--- src/rtl/big_mux_stream_if.sv ---
// big_mux_stream_if: lane-side and output-side signals of the stream multiplexer.
//   in/in_valid/in_ack : packed lane data, per-lane request, one-hot acknowledge
//   mode/sel           : 0 = fixed lane sel, 1 = round-robin scan
//   out/out_sel/out_valid/out_ready : registered word, its lane index, handshake
interface big_mux_stream_if #(
   parameter int WIDTH = 4,
   parameter int SELW  = 8
);
   localparam int CH = 1 << SELW;
   logic [CH*WIDTH-1:0] in;
   logic [CH-1:0]       in_valid;
   logic [CH-1:0]       in_ack;
   logic                mode;
   logic [SELW-1:0]     sel;
   logic [WIDTH-1:0]    out;
   logic [SELW-1:0]     out_sel;
   logic                out_valid;
   logic                out_ready;
   modport master (output in, in_valid, mode, sel, out_ready,
                   input  in_ack, out, out_sel, out_valid);
   modport slave  (input  in, in_valid, mode, sel, out_ready,
                   output in_ack, out, out_sel, out_valid);
endinterface

--- src/rtl/big_mux_stream.sv ---
// big_mux_stream: picks one of 2**SELW lanes (fixed select or round-robin) into a one-word output register.
//   clk   : rising-edge clock
//   reset : asynchronous active-high reset
//   bus   : big_mux_stream_if slave (lane inputs, acknowledge, registered output stream)
module big_mux_stream #(
   parameter int WIDTH = 4,
   parameter int SELW  = 8
) (
   input logic           clk,
   input logic           reset,
   big_mux_stream_if.slave bus
);
   localparam int CH = 1 << SELW;
   logic [SELW-1:0] ptr, rr_off, g;
   logic [CH-1:0]   rot;
   logic            rr_hit, load, grant;
   // Rotating the request vector by ptr turns the wrapped search into a plain lowest-bit search.
   always_comb begin
      rot    = CH'({bus.in_valid, bus.in_valid} >> ptr);
      rr_hit = 1'b0;
      rr_off = '0;
      for (int i = CH - 1; i >= 0; i--) begin
         if (rot[i]) begin
            rr_hit = 1'b1;
            rr_off = SELW'(i);
         end
      end
   end
   assign load       = !bus.out_valid || bus.out_ready;
   assign g          = bus.mode ? ptr + rr_off : bus.sel;
   assign grant      = !reset && load && (bus.mode ? rr_hit : bus.in_valid[bus.sel]);
   assign bus.in_ack = grant ? (CH'(1) << g) : '0;
   always_ff @(posedge clk or posedge reset) begin
      if (reset) begin
         bus.out       <= '0;
         bus.out_sel   <= '0;
         bus.out_valid <= 1'b0;
         ptr           <= '0;
      end else if (load) begin
         bus.out_valid <= grant;
         if (grant) begin
            bus.out     <= bus.in[g*WIDTH +: WIDTH];
            bus.out_sel <= g;
            if (bus.mode) ptr <= g + SELW'(1);
         end
      end
   end
endmodule

--- src/flat_wrapper.sv ---
// flat-port wrapper written by rule: the top's interface ports become plain ports
module big_mux_stream_flat 
#(
   parameter int WIDTH = 4,
   parameter int SELW  = 8
)
  (clk, reset, bus_in, bus_in_valid, bus_mode, bus_sel, bus_out_ready, bus_in_ack, bus_out, bus_out_sel, bus_out_valid);
  big_mux_stream_if #(.WIDTH(WIDTH), .SELW(SELW)) bus_i ();
  input logic clk;
  input logic reset;
  input wire logic [$bits(bus_i.in)-1:0] bus_in;
  input wire logic [$bits(bus_i.in_valid)-1:0] bus_in_valid;
  input wire logic [$bits(bus_i.mode)-1:0] bus_mode;
  input wire logic [$bits(bus_i.sel)-1:0] bus_sel;
  input wire logic [$bits(bus_i.out_ready)-1:0] bus_out_ready;
  output wire logic [$bits(bus_i.in_ack)-1:0] bus_in_ack;
  output wire logic [$bits(bus_i.out)-1:0] bus_out;
  output wire logic [$bits(bus_i.out_sel)-1:0] bus_out_sel;
  output wire logic [$bits(bus_i.out_valid)-1:0] bus_out_valid;
  assign bus_i.in = bus_in;
  assign bus_i.in_valid = bus_in_valid;
  assign bus_i.mode = bus_mode;
  assign bus_i.sel = bus_sel;
  assign bus_i.out_ready = bus_out_ready;
  assign bus_in_ack = bus_i.in_ack;
  assign bus_out = bus_i.out;
  assign bus_out_sel = bus_i.out_sel;
  assign bus_out_valid = bus_i.out_valid;
  big_mux_stream #(.WIDTH(WIDTH), .SELW(SELW)) u_core (.clk(clk), .reset(reset), .bus(bus_i));
endmodule
--- config.mk ---
export PLATFORM = sky130hd
export DESIGN_NAME = big_mux_stream_flat
export DESIGN_NICKNAME = d
export VERILOG_FILES = /design/src/rtl/big_mux_stream_if.sv /design/src/rtl/big_mux_stream.sv /design/src/flat_wrapper.sv
export SDC_FILE = /design/constraint.sdc
export NUM_CORES = 2
export LEC_CHECK = 0
export BUFFER_PORTS_ARGS = -buffer_cell sky130_fd_sc_hd__buf_2
export CAP_MARGIN = 20
export CORE_AREA = 2 2 608 610
export CTS_CLUSTER_SIZE = 28
export DETAILED_ROUTE_END_ITERATION = 10
export DIE_AREA = 0 0 610 612
export PLACE_DENSITY = 0.32
export SYNTH_ARGS = -nofsm -noshare
export SYNTH_HDL_FRONTEND = slang
export SYNTH_SLANG_ARGS = --single-unit
--- constraint.sdc ---
create_clock -name clk -period 11.1 [get_ports clk]
set_clock_uncertainty 0.15 [all_clocks]
set_input_delay 2.22 -clock clk [delete_from_list [all_inputs] [get_ports clk]]
set_output_delay 2.22 -clock clk [all_outputs]
set_load 0.01 [all_outputs]
Yosys cells after proc, flatten, opt, wreduce, memory -nomap -nowiden

Index checks and enable logic that the tools add are counted.

Add/sub/neg operators: 2
$mul: 0
Div/mod/pow operators: 0
Order comparisons: 1
Equality and inequality tests: 0
Shift operators: 3
Mux-type cells: 517
Bitwise operators: 0
Reduce and logical (&&, ||, !) cells: 7

Operators by type and width:

| kind                  | count |
|---|---|
| $mux 8                | 257 |
| $shiftx 1024x11->4    | 1 |
| $shr 512x8->256       | 1 |
| $mux 1                | 258 |
| $mux 256              | 1 |
| $shl 1x8->256 const A | 1 |
| $lt 8x9->1 const B    | 1 |
| $add 8x1->8 const B   | 1 |
| $add 8x8->8           | 1 |
| $bmux 1 s8            | 1 |
| $reduce_and 3->1      | 1 |
| $logic_and 1x1->1     | 2 |
| $logic_not 1->1       | 2 |
| $reduce_and 2->1      | 1 |
| $logic_or 1x1->1      | 1 |

Register bits: 21
Bits in latches: 0
RAM bits: 0
Memory bits (read-only): 0
Input port bits: 1292
Output and inout bits: 269
Word-level logic and storage cells: 534
Memories: 0

Logic depth before layout (Yosys ltp)

Depth in word-level cells: 261
Depth in mapped cells: 42
Gate-level depth less buffers: 31

Worst setup path after synthesis

Ideal clock, no wire load.

Path kind: input-to-output
Start point: input bus_in_valid[170]
End point: output bus_in_ack[58]
Arrival time: 8874 ps
Required time: 8730 ps
Setup slack: -144 ps
Stages on the path: 28
Path buffers: 4
Path through: mux2_2 > a22o_1 > or2_1 > a2111oi_0 > mux2i_1 > mux4_2 > or2_2 > or2_2 > a311o_1 > a2111oi_0 > a221oi_1 > o2111ai_1 > a211oi_1 > a21o_1 > ha_1 > a21oi_1 > o21bai_1 > a21oi_1 > nor2_1 > nor2_1 > xnor2_1 > mux2i_1 > clkbuf_1 > clkbuf_1 > clkbuf_1 > nand2_1 > clkbuf_1 > nor4_1

Cells in the longest elaborated chain, start to end: 261
Elaborated cells on any way between the ends: 521
Classes of those cells: add/sub (1); shift (2); mux (517); reduce/logical (1)

Ends and longest elaborated chain:

| item                  | RTL line             | source |
|---|---|---|
| start, declared       | flat_wrapper.sv:12   | `input wire logic [$bits(bus_i.in_valid)-1:0] bus_in_valid;` |
| $shr 512x8->256       | big_mux_stream.sv:19 | `rot = CH'({bus.in_valid, bus.in_valid} >> ptr);` |
| $mux 8 (256 in a row) | big_mux_stream.sv:23 | `if (rot[i]) begin` |
| $add 8x8->8           | big_mux_stream.sv:30 | `assign g = bus.mode ? ptr + rr_off : bus.sel;` |
| $mux 8                | big_mux_stream.sv:30 |  |
| $shl 1x8->256         | big_mux_stream.sv:32 | `assign bus.in_ack = grant ? (CH'(1) << g) : '0;` |
| $mux 256 *            | big_mux_stream.sv:32 |  |
| end, declared         | flat_wrapper.sv:16   | `output wire logic [$bits(bus_i.in_ack)-1:0] bus_in_ack;` |

Mark *: on every way between the ends. The rest lies on a longest branch, timed or not. The select of a mux whose other input is x is not followed.

Worst setup path after layout

Start point: input bus_in_valid[165]
End point: output bus_in_ack[14]

The elaborated chain is that of the path after synthesis.

==> impl_metrics.tcl <==
set metrics [dict create \
    status "finished, violations left" \
    violations "setup timing" \
    syn-num-nets 9200 \
    die_x_um 610 \
    synth_area_um2 56750 \
    synth_mux_area_share_pct 36.17 \
    via_per_inst 5.845 \
    maxSlewViolCount 0 \
    grt_pass1_wl_mm 1055 \
    syn_avg_cell_area_um2 7.184 \
    first_pass_iters 9 \
    num_io_pins 1561 \
    maxCapViolCount 0 \
    crit_top_cell "buf_4" \
    hold_start "u_core.bus.out_sel[6]$_DFFE_PP0P_" \
    hold_end "u_core.bus.out_sel[6]$_DFFE_PP0P_" \
    wirelength_mm 847.2 \
    yosysWarningCount 0 \
    initialDrtViolationCount 15490 \
    cts_hold_buffers 0 \
    gp_congestion 1.136 \
    hold_ws_ns 0.3460 \
    hold-path-cell-count 1 \
    synth_cell_type_count 107 \
    hp-class "reg -> reg" \
    synthTopCellsByCount "nand2_1 (1451), nor2_1 (631), nand3_1 (627), mux2i_1 (570), clkbuf_1 (499)" \
    synth_ff_type "dfrtp_1" \
    startpoint_type "input pin" \
    regToRegSetupSlack_ns -0.73 \
    worstPathArrival_ns 10.07 \
    fin_ws_ns -1.337 \
    dp_hpwl_mm 746.0 \
    yosysSeqAreaShare_pct 0.9260 \
    slowest_stage "o31ai_1" \
    wl_per_cell_um 47.82 \
    clock-sinks 21 \
    required_ns 8.73 \
    yosysTopAreaCell "mux4_2" \
    synth_edf_count 0 \
    ant_nets 0 \
    r2r-start "u_core.ptr[2]$_DFFE_PP0P_" \
    crit_type "in -> out" \
    clk_latency_ns 0.25 \
    synth_simple_gate_area_share_pct 28.38 \
    end_kind "primary output" \
    root_buffer "clkbuf_16" \
    crit_family "compound AO/OA/AOI/OAI gates" \
    worst_pin_slew_ns 1.232 \
    place_inst 17460 \
    synth_fa_ha_area_share_pct 0.2117 \
    synth_area_leaders "mux4_2 (20%), mux2i_1 (10%), nand2_1 (9.6%), mux2_2 (6.2%), nand3_1 (5.5%)" \
    r2r_cells 47 \
    synth_top_family_by_area "multiplexers" \
    placed_cell_area_um2 103300 \
    cts-buffers-inserted 3 \
    io_buffer_count 1560 \
    via_count 103600 \
    synth_top_cell_area_share_pct 19.72 \
    pre_cts_slack_ns -3.114 \
    overflow 0 \
    finalCritPeriodShare_pct 112.0 \
    syn_inst 7899 \
    rsz0062_at_grt "true" \
    drive_gt1_share_pct 58.39 \
    gr-usage-all-layers_pct 43.10 \
    cts_tree "built" \
    fmax_ghz 0.08040 \
    cts_max_path_buffers 2 \
    hold_viol 0 \
    nets 14090 \
    synth.most_common_cell "nand2_1" \
    remaining_drc_errors 0 \
    synth-compound-area-share_pct 27.23 \
    rows 223 \
    grt_pass1_vias 96710 \
    antenna_found_initial 159 \
    synth_xor_area_share_pct 0.1543 \
    clk_pin_slew_ns 0.06 \
    max_stage_delay_ns 0.77 \
    core_um2 367200 \
    fin_area_um2 111200 \
    stdcell_count 17720 \
    die_area_um2 373300 \
    period_minus_slack_ns 12.44 \
    max_slew_margin_pct 17.33 \
    synth-seq-cells 21 \
    htreeDepth 1 \
    worstPathMaxFanout 8 \
    die_y_um 612 \
    r2r_end "u_core.bus.out[2]$_DFFE_PP0P_" \
    setup_viol 260 \
    syn_to_final_growth_pct 95.93 \
    grt_max_degree 101 \
    crit_buf_inv 15 \
    async_reset_ff_share_pct 100.0 \
    initial_core_util_pct 15.46 \
]
[layer usage]
metal	vias up	share of wire (%)	global-route usage, %
li1	41090	-	-
met1	53090	40	54.51
met2	7715	41	63.06
met3	1592	11	13.86
met4	58	7.8	26.61
met5	-	0.043	0
[metrics by stage]
| step | TNS [ns] | utilization, % |
|---|---|---|
| finish | -317.86 | 30.28 |
| global route | -323.55 | 30.24 |
| CTS | -307.54 | 29.01 |
| detailed placement | -732.17 | 28.14 |
| global placement | -810.66 | 28.12 |
| floorplan | 0 | - |
[registers in the layout, summed over array words and instances (netlist names)]
name,count
u_core.bus.out,4
u_core.bus.out_sel,8
u_core.bus.out_valid,1
u_core.ptr,8
[worst max-delay path by stage]
stage                 startpoint              to  slack, ns  depth (start not counted)
2_1_floorplan  bus_in_valid[116]  bus_in_ack[58]       0.03                         29
3_3_place_gp   bus_in_valid[240]   bus_in_ack[1]      -3.43                         35
3_5_place_dp   bus_in_valid[240]   bus_in_ack[1]      -3.11                         35
4_1_cts        bus_in_valid[251]  bus_in_ack[14]      -1.35                         36
5_1_grt        bus_in_valid[253]  bus_in_ack[71]      -1.37                         36
6_report       bus_in_valid[165]  bus_in_ack[14]      -1.34                         37
[cells by family (layout without fill, tap and decap cells)]
family | Yosys count | in the layout
and+or+nand+nor | 3524 | 3525
AOI/OAI and AO/OA | 2063 | 2063
muxes | 1388 | 1388
buffers and inverters | 884 | 5768
DFF | 21 | 21
xor gates and xnor gates | 10 | 10
adders and majority gates | 9 | 9
other | 0 | 95
[layout make-up]
class,count,area [um^2]
fillers,40000,256000
multi-input cells,6995,57780
well taps,4837,6052
clock buffers,4,78.83
inverters,42,190.2
flip-flops and latches,21,555.5
diodes,95,237.7
repair buffers,5722,46300
[placed cells by master (no fill, tap or decap), types with 54 or more instances in the layout]
master / instances
o22ai_1: 196
o211ai_1: 61
buf_6: 162
and3_1: 122
nand2_1: 1431
a311oi_1: 169
mux2i_4: 61
mux2i_2: 56
nor2_1: 500
a22oi_1: 133
nand4_1: 66
diode_2: 95
and2_1: 54
mux4_2: 497
mux2i_1: 454
buf_12: 480
nand3_1: 615
a21oi_1: 183
buf_2: 1440
a22o_1: 68
nor3_1: 161
buf_4: 3596
o21ai_0: 185
nor2_2: 90
mux2_2: 277
nor2_4: 62
[worst register-to-register path: cells and delay by family (launching register included)]
| kind | cells | cell delay, ns |
|---|---|---|
| xor+xnor | 1 | 0.19 |
| mux | 2 | 0.83 |
| buf+inv | 21 | 4.21 |
| compound gates | 15 | 4.61 |
| flops | 1 | 0.70 |
| simple gates | 7 | 0.80 |
| fa+ha+maj | 1 | 0.24 |
[what timing repair did]
action | CTS | global route
resized for setup | 538 | 773
setup buffers | 63 | 99
setup endpoints to repair | 263 | 260
cloned | 7 | 3
pin swaps | 110 | 171
Power is not shown: default switching activity piles up to over one toggle a cycle in this logic, so the estimate is an artifact.
